[src/rtl/fifo_wr_arbiter.sv]
// Two-requester round-robin arbiter that feeds a single FIFO write port.
// A grant is held for a whole packet. It is also released when the burst limit or the idle timeout is reached.
module fifo_wr_arbiter #(
    parameter int unsigned MAX_BURST = 16,
    parameter int unsigned TIMEOUT   = 255
) (
    input  logic       i_wr_clk,
    input  logic       resetn,
    input  logic       i_valid0,
    input  logic [7:0] i_data0,
    input  logic       i_last0,
    input  logic       i_valid1,
    input  logic [7:0] i_data1,
    input  logic       i_last1,
    output logic       o_ready0,
    output logic       o_ready1,
    input  logic       i_fifo_full,
    output logic       o_wr_en,
    output logic [7:0] o_wr_data,
    output logic [1:0] o_grant,
    output logic       o_timeout_err
);

    typedef enum logic [1:0] {
        IDLE = 2'd0,
        OWN0 = 2'd1,
        OWN1 = 2'd2
    } state_t;

    localparam logic [8:0] LP_MAX_BURST = 9'(MAX_BURST);
    localparam logic [8:0] LP_TIMEOUT   = 9'(TIMEOUT);

    state_t     r_state;
    logic       r_rr;
    logic [7:0] r_burst_cnt;
    logic [7:0] r_idle_cnt;
    logic       r_wr_en;
    logic [7:0] r_wr_data;
    logic [1:0] r_grant;
    logic       r_timeout_err;

    logic       w_own0;
    logic       w_own1;
    logic       w_valid;
    logic       w_last;
    logic [7:0] w_data;
    logic       w_xfer;
    logic [8:0] w_burst_next;
    logic [8:0] w_idle_next;
    logic       w_burst_done;
    logic       w_timeout;

    assign w_own0   = (r_state == OWN0);
    assign w_own1   = (r_state == OWN1);
    assign w_valid  = w_own1 ? i_valid1 : i_valid0;
    assign w_last   = w_own1 ? i_last1  : i_last0;
    assign w_data   = w_own1 ? i_data1  : i_data0;

    assign o_ready0 = w_own0 && !i_fifo_full;
    assign o_ready1 = w_own1 && !i_fifo_full;
    assign w_xfer   = (w_own0 || w_own1) && w_valid && !i_fifo_full;

    // Both counters stick at 255 rather than wrapping.
    assign w_burst_next = (r_burst_cnt == 8'hFF) ? 9'h0FF : ({1'b0, r_burst_cnt} + 9'd1);
    assign w_idle_next  = (r_idle_cnt  == 8'hFF) ? 9'h0FF : ({1'b0, r_idle_cnt}  + 9'd1);
    assign w_burst_done = (w_burst_next >= LP_MAX_BURST);
    assign w_timeout    = !w_valid && (w_idle_next >= LP_TIMEOUT);

    always_ff @(posedge i_wr_clk or negedge resetn) begin
        if (!resetn) begin
            r_state       <= IDLE;
            r_rr          <= 1'b0;
            r_burst_cnt   <= '0;
            r_idle_cnt    <= '0;
            r_wr_en       <= 1'b0;
            r_wr_data     <= '0;
            r_grant       <= '0;
            r_timeout_err <= 1'b0;
        end else begin
            r_wr_en       <= w_xfer;
            r_timeout_err <= 1'b0;
            if (w_xfer) begin
                r_wr_data <= w_data;
            end

            case (r_state)
                IDLE: begin
                    r_burst_cnt <= '0;
                    r_idle_cnt  <= '0;
                    if (i_valid0 && (!i_valid1 || !r_rr)) begin
                        r_state <= OWN0;
                        r_grant <= 2'b01;
                    end else if (i_valid1) begin
                        r_state <= OWN1;
                        r_grant <= 2'b10;
                    end
                end

                OWN0, OWN1: begin
                    // A transfer needs valid and a timeout needs !valid, so the two cannot happen together.
                    if (w_xfer) begin
                        r_burst_cnt <= w_burst_next[7:0];
                        r_idle_cnt  <= '0;
                        if (w_last || w_burst_done) begin
                            r_state <= IDLE;
                            r_grant <= '0;
                            r_rr    <= w_own0;
                        end
                    end else if (!w_valid) begin
                        r_idle_cnt <= w_idle_next[7:0];
                        if (w_timeout) begin
                            r_state       <= IDLE;
                            r_grant       <= '0;
                            r_rr          <= w_own0;
                            r_timeout_err <= 1'b1;
                        end
                    end
                end

                default: begin
                    r_state <= IDLE;
                    r_grant <= '0;
                end
            endcase
        end
    end

    assign o_wr_en       = r_wr_en;
    assign o_wr_data     = r_wr_data;
    assign o_grant       = r_grant;
    assign o_timeout_err = r_timeout_err;

endmodule

[config.mk]
export PLATFORM = sky130hd
export DESIGN_NAME = fifo_wr_arbiter
export DESIGN_NICKNAME = d
export VERILOG_FILES = /design/src/rtl/fifo_wr_arbiter.sv
export SDC_FILE = /design/constraint.sdc
export NUM_CORES = 1
export LEC_CHECK = 0
export CAP_MARGIN = 20
export CORE_ASPECT_RATIO = 0.5
export CORE_MARGIN = 2
export CORE_UTILIZATION = 51
export DETAILED_ROUTE_END_ITERATION = 16
export GPL_TIMING_DRIVEN = 0
export PLACE_DENSITY = 0.81
export SLEW_MARGIN = 30
export SYNTH_ARGS = -nofsm -noshare
export SYNTH_HDL_FRONTEND = slang
export SYNTH_SLANG_ARGS = --single-unit
[constraint.sdc]
create_clock -name i_wr_clk -period 2.75 [get_ports i_wr_clk]
set_input_delay 0.4125 -clock i_wr_clk [delete_from_list [all_inputs] [get_ports i_wr_clk]]
set_output_delay 0.4125 -clock i_wr_clk [all_outputs]
set_load 0.05 [all_outputs]
==> results of run 1 <==
metal layers:
layer,part of all wire,up-vias
met1,0.46,763
met5,0,-
met2,0.49,41
li1,-,783
met4,0.0047,0
met3,0.036,2
how the worst min path moves through the flow:
stage | from | endpoint | slack (ns) | cells after the start
after CTS | resetn | r_idle_cnt[6]$_DFFE_PN0P_ | 0.20 | 1
final | resetn | r_idle_cnt[7]$_DFFE_PN0P_ | 0.17 | 1
after floorplan | resetn | o_grant[0]$_DFFE_PN0P_ | 0.12 | 0
after detailed placement | o_wr_data[6]$_DFFE_PN0P_ | o_wr_data[6]$_DFFE_PN0P_ | 0.47 | 2
after global placement | o_wr_data[7]$_DFFE_PN0P_ | o_wr_data[7]$_DFFE_PN0P_ | 0.46 | 2
after global routing | resetn | r_idle_cnt[5]$_DFFE_PN0P_ | 0.24 | 1
state kept, by name, indices dropped and copies added, names as in the netlist:
| name | cells |
|---|---|
| o_wr_en | 1 |
| o_grant | 2 |
| r_burst_cnt | 8 |
| o_timeout_err | 1 |
| o_wr_data | 8 |
| r_idle_cnt | 8 |
| r_rr | 1 |
cells by family after synthesis:
family          count (synthesis)  share of synthesized area
compound gates                 54                      0.213
xor+xnor                        1                    0.00489
fa+ha+maj                       5                     0.0349
buf+inv                        15                     0.0412
flops                          29                      0.405
mux                            14                     0.0831
simple gates                   70                      0.218
worst max-delay path: cells and delay by family, from the launching register on:
kind | cells | cell delay [ns]
buffers and inverters | 3 | 0.31
muxes | 2 | 0.85
AOI/OAI and AO/OA | 2 | 0.50
adders and majority gates | 1 | 0.22
and+or+nand+nor | 1 | 0.19
DFF | 1 | 0.41
final cells by class:
| cell class | instances | area share |
|---|---|---|
| clock buffer | 7 | 0.0375 |
| sequential | 29 | 0.316 |
| tap | 51 | 0.0277 |
| timing repair buffer | 36 | 0.156 |
| inverter | 8 | 0.0131 |
| multi-input combinational | 144 | 0.431 |
| buffer | 7 | 0.0190 |
through the flow:
stage	util	hold slack, ns	instances
6_report	0.677	0.169	282
5_1_grt	0.677	0.236	282
4_1_cts	0.676	0.203	282
3_5_place_dp	0.651	0.470	275
3_3_place_gp	0.652	0.462	275
2_1_floorplan	-	0.117	188
power by group through the flow:
stage	registers, mW	clock network, mW	logic, mW
floorplan	0.857	0	0.578
global route	0.637	0.374	1.26
CTS	0.622	0.360	1.17
finish	0.622	0.351	1.16
global placement	0.622	0	1.13
detailed placement	0.628	0	1.16
layout by cell type, fill, tap and decap left out, types with 6 or more instances in the layout:
master	netlist	final
nor2b_1	6	6
clkbuf_8	0	6
a21oi_1	12	12
mux2i_1	10	10
dfrtp_1	29	29
inv_1	7	7
nand2_1	21	21
o21ai_0	14	14
clkdlybuf4s50_1	0	34
nand3_1	9	9
nor2_1	7	7
==> flow_summary.json, run 1 <==
{
  "outcome": "finished, final reports clean",
  "hpwl_um": 2940,
  "grt_most_used_layer": "met2",
  "setup.worst_path.start": "o_grant[0]$_DFFE_PN0P_",
  "synth_nets": 216,
  "clk_pin_slew_ns": 0.06,
  "grt_use_met2": 0.373,
  "use_met3": 0.0507,
  "vias": 1589,
  "r2r_start": "o_grant[0]$_DFFE_PN0P_",
  "ant_nets": 0,
  "die_height_um": 45.9,
  "power_mw": 2.14,
  "setup_viol": 0,
  "grt_pass1_vias": 1452,
  "cp.arrival_ns": 2.73,
  "pwr-share-seq": 0.291,
  "skew_ns": 0.00188,
  "worst_pin_slew_ns": 0.663,
  "syn_area_um2": 1790,
  "drive_gt1_frac": 0.134,
  "grt_max_degree": 30,
  "synth_top_area_frac": 0.405,
  "place.port_buffers": 36,
  "rows": 15,
  "rrSetupSlack_ns": 0.17,
  "power.leakage_nw": 1.00,
  "ys_seq_elements": 29,
  "path_class": "reg -> reg",
  "syn_to_final_growth_pct": 28.4,
  "clock_sinks": 29,
  "grt_overflow_total": 0,
  "hp-class": "in -> async",
  "synth.most_common_cell": "dfrtp_1",
  "crit_path_max_fanout": 8,
  "cts_buffers": 5,
  "dr.pass1.iters": 4,
  "finalCritPeriodShare": 0.938,
  "antenna_found_initial": 0,
  "clk_latency_ns": 0.27,
  "start_util": 0.527,
  "swShare": 0.458,
  "drc": 0,
  "synth_cells": 188,
  "r2r_end": "r_rr$_DFFE_PN0P_",
  "use_met1": 0.259,
  "reg2regPathDepth": 9,
  "critPathRequiredTime_ns": 2.91,
  "critical-path-slowest-cell": "mux2i_1",
  "async_reset_ff_frac": 1.00,
  "rsz0062_at_grt": "no",
  "gp_congestion": 0.826,
  "clock_path_buffers": 2,
  "ys.warnings.count": 0,
  "tns_ns": 0,
  "stdcell_area_um2": 2300,
  "final_net_count": 259,
  "yosys.area.top_type": "dfrtp_1",
  "dpl_worst_slack_ns": 0.00225,
  "power_frac_comb": 0.545,
  "yosys_most_used_dff": "dfrtp_1",
  "hold_viol": 0,
  "yosysUniqueCellTypes": 54,
  "switching_power_mw": 0.978,
  "synth_commonest_cells": "dfrtp_1 (29), nand2_1 (21), o21ai_0 (14)",
  "endpoint": "r_rr$_DFFE_PN0P_",
  "grt_pass1_wl_um": 6330,
  "clockRootBuffer": "clkbuf_8",
  "place_area_um2": 2210,
  "max_freq_ghz": 0.388,
  "seq_area_um2": 726,
  "drt_iter0_drc": 67,
  "setup_ws_ns": 0.172,
  "synth_area_leaders": "dfrtp_1 (41%), mux2i_1 (5.6%), nand2_1 (4.4%)",
  "pwr_density_cell_nw_per_um2": 929,
  "routed_wirelength_um": 4070,
  "startpoint_type": "flop",
  "cts_resized": 0,
  "viasPerCell": 5.63,
  "pwr-share-clk": 0.164,
  "slew_viol_final": 0,
  "multi_input_area_um2": 992,
  "ys_seq_area_frac": 0.405,
  "ctsHtreeMaxLevel": 2,
  "core_area_um2": 3400,
  "dieArea_um2": 4030,
  "cts_tree": "built",
  "synthesis.area_per_instance_um2": 9.53,
  "cts_hold_buf": 0,
  "die_w_um": 87.8,
  "io_pins": 37,
  "track_usage": 0.206,
  "cts_setup_buffers": 0,
  "diodes": 0,
  "min_period_ns": 2.58,
  "critical-path-max-stage-delay_ns": 0.54,
  "cap_viol_max_count": 0,
  "slew_headroom": 0.558,
  "peakVddDrop_mv": 0.390,
  "path_cells": "inv_1 -> ha_1 -> mux2i_1 -> or3_1 -> buf_4 -> inv_2 -> a211o_2 -> o21ai_2 -> mux2_4",
  "fill_cells": 278,
  "intPower_mw": 1.16,
  "synth_edf_count": 0,
  "crit_path_end_kind": "flop",
  "routedWlPerCell_um": 14.4
}
Power figures use the tool's default switching activity.
==> run 2, diff against run 1 <==
CORE_UTILIZATION = 25   (was 51)
PLACE_DENSITY = 0.46   (was 0.81)
==> flow_summary.json, run 2 (synthesis results as in run 1) <==
{
  "ant_nets": 0,
  "core_area_um2": 6810,
  "r2r_start": "o_grant[0]$_DFFE_PN0P_",
  "grt_pass1_wl_um": 7500,
  "worst_pin_slew_ns": 0.517,
  "gp_congestion": 0.760,
  "min_period_ns": 2.51,
  "io_pins": 37,
  "clk_latency_ns": 0.27,
  "die_w_um": 124,
  "diodes": 0,
  "critPathRequiredTime_ns": 2.90,
  "crit_path_max_fanout": 8,
  "rsz0062_at_grt": "no",
  "hold_start": "o_wr_data[3]$_DFFE_PN0P_",
  "max_freq_ghz": 0.398,
  "whs_path_depth": 2,
  "setup_viol": 0,
  "place.port_buffers": 36,
  "final_common_cell": "clkdlybuf4s50_1",
  "crit_path_end_kind": "flop",
  "peakVddDrop_mv": 0.213,
  "final_cell_count_no_fill": 325,
  "final_net_count": 261,
  "grt_max_degree": 25,
  "clk_pin_slew_ns": 0.05,
  "syn_to_final_growth_pct": 36.0,
  "ctsHtreeMaxLevel": 2,
  "clock_path_buffers": 2,
  "start_util": 0.263,
  "seq_area_um2": 726,
  "fill_cells": 702,
  "cp.arrival_ns": 2.67,
  "cts_tree": "built",
  "cap_viol_max_count": 0,
  "holdWs_ns": 0.474,
  "pwr_density_cell_nw_per_um2": 959,
  "path_class": "reg -> reg",
  "clock_sinks": 29,
  "setup.worst_path.start": "o_grant[0]$_DFFE_PN0P_",
  "skew_ns": 0.00309,
  "dp_cells": 317,
  "outcome": "finished, final reports clean",
  "vias": 1575,
  "drive_gt1_frac": 0.142,
  "post-route-util": 0.358,
  "routed_wirelength_um": 4580,
  "routedWlPerCell_um": 14.1,
  "hpwl_um": 3370,
  "dr.pass1.iters": 4,
  "clockRootBuffer": "clkbuf_16",
  "track_usage": 0.124,
  "drc": 0,
  "multi_input_area_um2": 996,
  "antenna_found_initial": 0,
  "grt_overflow_total": 0,
  "grt_pass1_vias": 1478,
  "hold_viol": 0,
  "cts_setup_buffers": 0,
  "reg2regPathDepth": 9,
  "drt_iter0_drc": 109,
  "slew_viol_final": 0,
  "dieArea_um2": 7900,
  "power.leakage_nw": 1.03,
  "slew_headroom": 0.654,
  "viasPerCell": 4.85,
  "cts_buffers": 5,
  "finalCritPeriodShare": 0.914,
  "final_cell_mix": "clkdlybuf4s50_1 (34), dfrtp_1 (29), nand2_1 (21), o21ai_0 (14), a21oi_1 (12)",
  "startpoint_type": "flop",
  "rows": 21,
  "die_height_um": 63.9,
  "hp-class": "reg -> reg"
}
run 2: through the flow:
stage	cell area [µm²]	setup slack (ns)	setup TNS, ns	power, mW
6_report	2440	0.236	0	2.34
5_1_grt	2440	0.0706	0	2.51
4_1_cts	2430	0.0834	0	2.37
3_5_place_dp	2280	-0.0399	-0.0399	1.81
3_3_place_gp	2270	-0.0172	-0.0172	1.80
2_1_floorplan	1790	0.172	0	1.43
run 2: power by group:
part           leakage [nW]  internal [mW]  switching (mW)  total [mW]
Clock                0.0700          0.355           0.185       0.539
Combinational         0.575          0.429           0.743        1.17
Sequential            0.387          0.536          0.0893       0.625
run 2: timing repair:
item,4_1_cts,5_1_grt
gates cloned,0,0
gates resized for setup,1,1
hold buffers,1,0
setup endpoints to repair,1,4
endpoints found under the hold margin,5,0
run 2: final cells by class:
type | instances | share of cell area
Multi-Input combinational cell | 144 | 0.409
Inverter | 8 | 0.0123
Sequential cell | 29 | 0.298
Tap cell | 92 | 0.0472
Buffer | 7 | 0.0180
Timing Repair Buffer | 38 | 0.158
Clock buffer | 7 | 0.0585
run 2: worst paths after layout:
check,to,slack (ns)
worst min-delay path,o_wr_data[3]$_DFFE_PN0P_,0.47
max in group asynchronous,o_wr_data[7]$_DFFE_PN0P_,1.85
worst max-delay path,r_rr$_DFFE_PN0P_,0.24
worst min register to register,o_wr_data[3]$_DFFE_PN0P_,0.47
worst max register to register,r_rr$_DFFE_PN0P_,0.24
min in group asynchronous,r_idle_cnt[6]$_DFFE_PN0P_,0.51
run 2: layer usage:
layer / part of all wire / global-route usage / up-vias / wire length, µm
met3: 0.026 / 0.0304 / 2 / 120
li1: - / - / 786 / -
met5: 0 / 0 / - / 0
met1: 0.51 / 0.173 / 773 / 2350
met2: 0.45 / 0.189 / 14 / 2070
met4: 0.0059 / 0.0384 / 0 / 27
run 2: critical path, cell delays in order, from the launching register on:
cell and delay [ns]:
dfrtp_1 0.41, inv_1 0.11, ha_1 0.24, mux2i_2 0.46
or3_1 0.17, buf_4 0.13, inv_2 0.08, a211o_2 0.34
o21ai_2 0.15, mux2_4 0.31
==> run 3, diff against run 2 <==
CORE_MARGIN = 4   (was 2)
==> flow_summary.json, run 3 (synthesis results as in run 1) <==
{
  "grt_overflow_total": 0,
  "max_freq_ghz": 0.399,
  "clock_sinks": 29,
  "cts_setup_buffers": 0,
  "clk_pin_slew_ns": 0.05,
  "swShare": 0.429,
  "peakVddDrop_mv": 0.271,
  "critPathRequiredTime_ns": 2.90,
  "syn_to_final_growth_pct": 36.9,
  "start_util": 0.263,
  "grt_pass1_vias": 1433,
  "ctsHtreeMaxLevel": 2,
  "grt_max_degree": 23,
  "critical-path-max-stage-delay_ns": 0.46,
  "power.leakage_nw": 1.05,
  "crit_path_end_kind": "flop",
  "diodes": 0,
  "post-route-util": 0.361,
  "die_w_um": 128,
  "drt_iter0_drc": 115,
  "place.port_buffers": 36,
  "vias": 1560,
  "final_common_cell": "clkdlybuf4s50_1",
  "tns_ns": 0,
  "final_net_count": 260,
  "dr.pass1.iters": 4,
  "path_cells": "inv_1 -> ha_1 -> mux2i_2 -> or3_1 -> buf_4 -> inv_2 -> a211o_2 -> o21ai_2 -> mux2_4",
  "dp_cells": 317,
  "rsz0062_at_grt": "no",
  "power_mw": 2.36,
  "cts_tree": "built",
  "critPathBufInv": 3,
  "slew_headroom": 0.653,
  "hp-class": "in -> async",
  "worst_pin_slew_ns": 0.518,
  "cts_hold_buf": 0,
  "switching_power_mw": 1.01,
  "ant_nets": 0,
  "crit_family": "multiplexers",
  "power_frac_comb": 0.495,
  "drive_gt1_frac": 0.150,
  "grt_pass1_wl_um": 7310,
  "pwr_density_cell_nw_per_um2": 963,
  "gp_congestion": 0.805,
  "slew_viol_final": 0,
  "final_cell_mix": "clkdlybuf4s50_1 (34), dfrtp_1 (29), nand2_1 (21), o21ai_0 (14), a21oi_1 (12)",
  "rows": 21,
  "die_height_um": 67.9,
  "pwr-share-clk": 0.242,
  "cp.arrival_ns": 2.66,
  "finalCritPeriodShare": 0.912,
  "routedWlPerCell_um": 13.7,
  "critical-path-slowest-cell": "mux2i_2",
  "clockRootBuffer": "clkbuf_16",
  "intPower_mw": 1.35,
  "hold_viol": 0,
  "min_period_ns": 2.51,
  "skew_ns": 0.00329,
  "hpwl_um": 3370,
  "cap_viol_max_count": 0,
  "clock_path_buffers": 2,
  "path_class": "reg -> reg",
  "cts_buffers": 5,
  "cts_resized": 0,
  "outcome": "finished, final reports clean",
  "dieArea_um2": 8670,
  "viasPerCell": 4.80,
  "final_cell_count_no_fill": 325,
  "routed_wirelength_um": 4460,
  "io_pins": 37,
  "antenna_found_initial": 0,
  "drc": 0,
  "pwr-share-seq": 0.263,
  "crit_path_max_fanout": 8,
  "core_area_um2": 6810,
  "setup_viol": 0,
  "clk_latency_ns": 0.27,
  "startpoint_type": "flop",
  "track_usage": 0.107
}
-- run 3: power groups by stage --
stage	sequential (mW)	combinational (mW)	clock (mW)
CTS	0.624	1.18	0.588
global route	0.640	1.28	0.607
floorplan	0.857	0.578	0
finish	0.623	1.17	0.571
detailed placement	0.631	1.18	0
global placement	0.628	1.17	0
-- run 3: through the flow --
step	worst slack [ns]	instance area, µm²	hold slack, ns
floorplan	0.172	1790	0.117
global placement	-0.0207	2270	0.467
detailed placement	-0.0789	2290	0.297
CTS	0.0192	2450	0.00552
global route	0.109	2450	0.0151
finish	0.242	2450	0.00279
-- run 3: metal layers --
metal  track usage  vias to the layer above  share of wire
met5             0                        -              0
met4        0.0384                        0          0.015
met3        0.0288                        7          0.022
met2         0.178                        9           0.47
met1         0.137                      758           0.49
li1              -                      786              -
-- run 3: layout make-up --
type / instances / area, µm²
Sequential cell: 29 / 726
Tap cell: 92 / 115
Timing Repair Buffer: 37 / 385
Clock inverter: 1 / 5.00
Inverter: 8 / 30.0
Fill cell: 669 / 4350
Buffer: 7 / 43.8
Multi-Input combinational cell: 144 / 996
Clock buffer: 7 / 153
-- run 3: worst reg2reg max path: stages, from the launching register on --
cell     delay, ns
dfrtp_1       0.40
inv_1         0.11
ha_1          0.23
mux2i_2       0.46
or3_1         0.18
buf_4         0.13
inv_2         0.08
a211o_2       0.35
o21ai_2       0.14
mux2_4        0.31
-- run 3: worst paths after layout --
path | startpoint | to | slack [ns] | cells past startpoint
hold / removal | resetn | r_idle_cnt[5]$_DFFE_PN0P_ | 0.003 | 1
hold reg to reg | o_wr_data[4]$_DFFE_PN0P_ | o_wr_data[4]$_DFFE_PN0P_ | 0.48 | 2
max in group asynchronous | resetn | o_wr_data[5]$_DFFE_PN0P_ | 2.35 | 2
min in group i_wr_clk | o_wr_data[4]$_DFFE_PN0P_ | o_wr_data[4]$_DFFE_PN0P_ | 0.48 | 2
setup / recovery | o_grant[0]$_DFFE_PN0P_ | r_rr$_DFFE_PN0P_ | 0.24 | 9
setup reg to reg | o_grant[0]$_DFFE_PN0P_ | r_rr$_DFFE_PN0P_ | 0.24 | 9
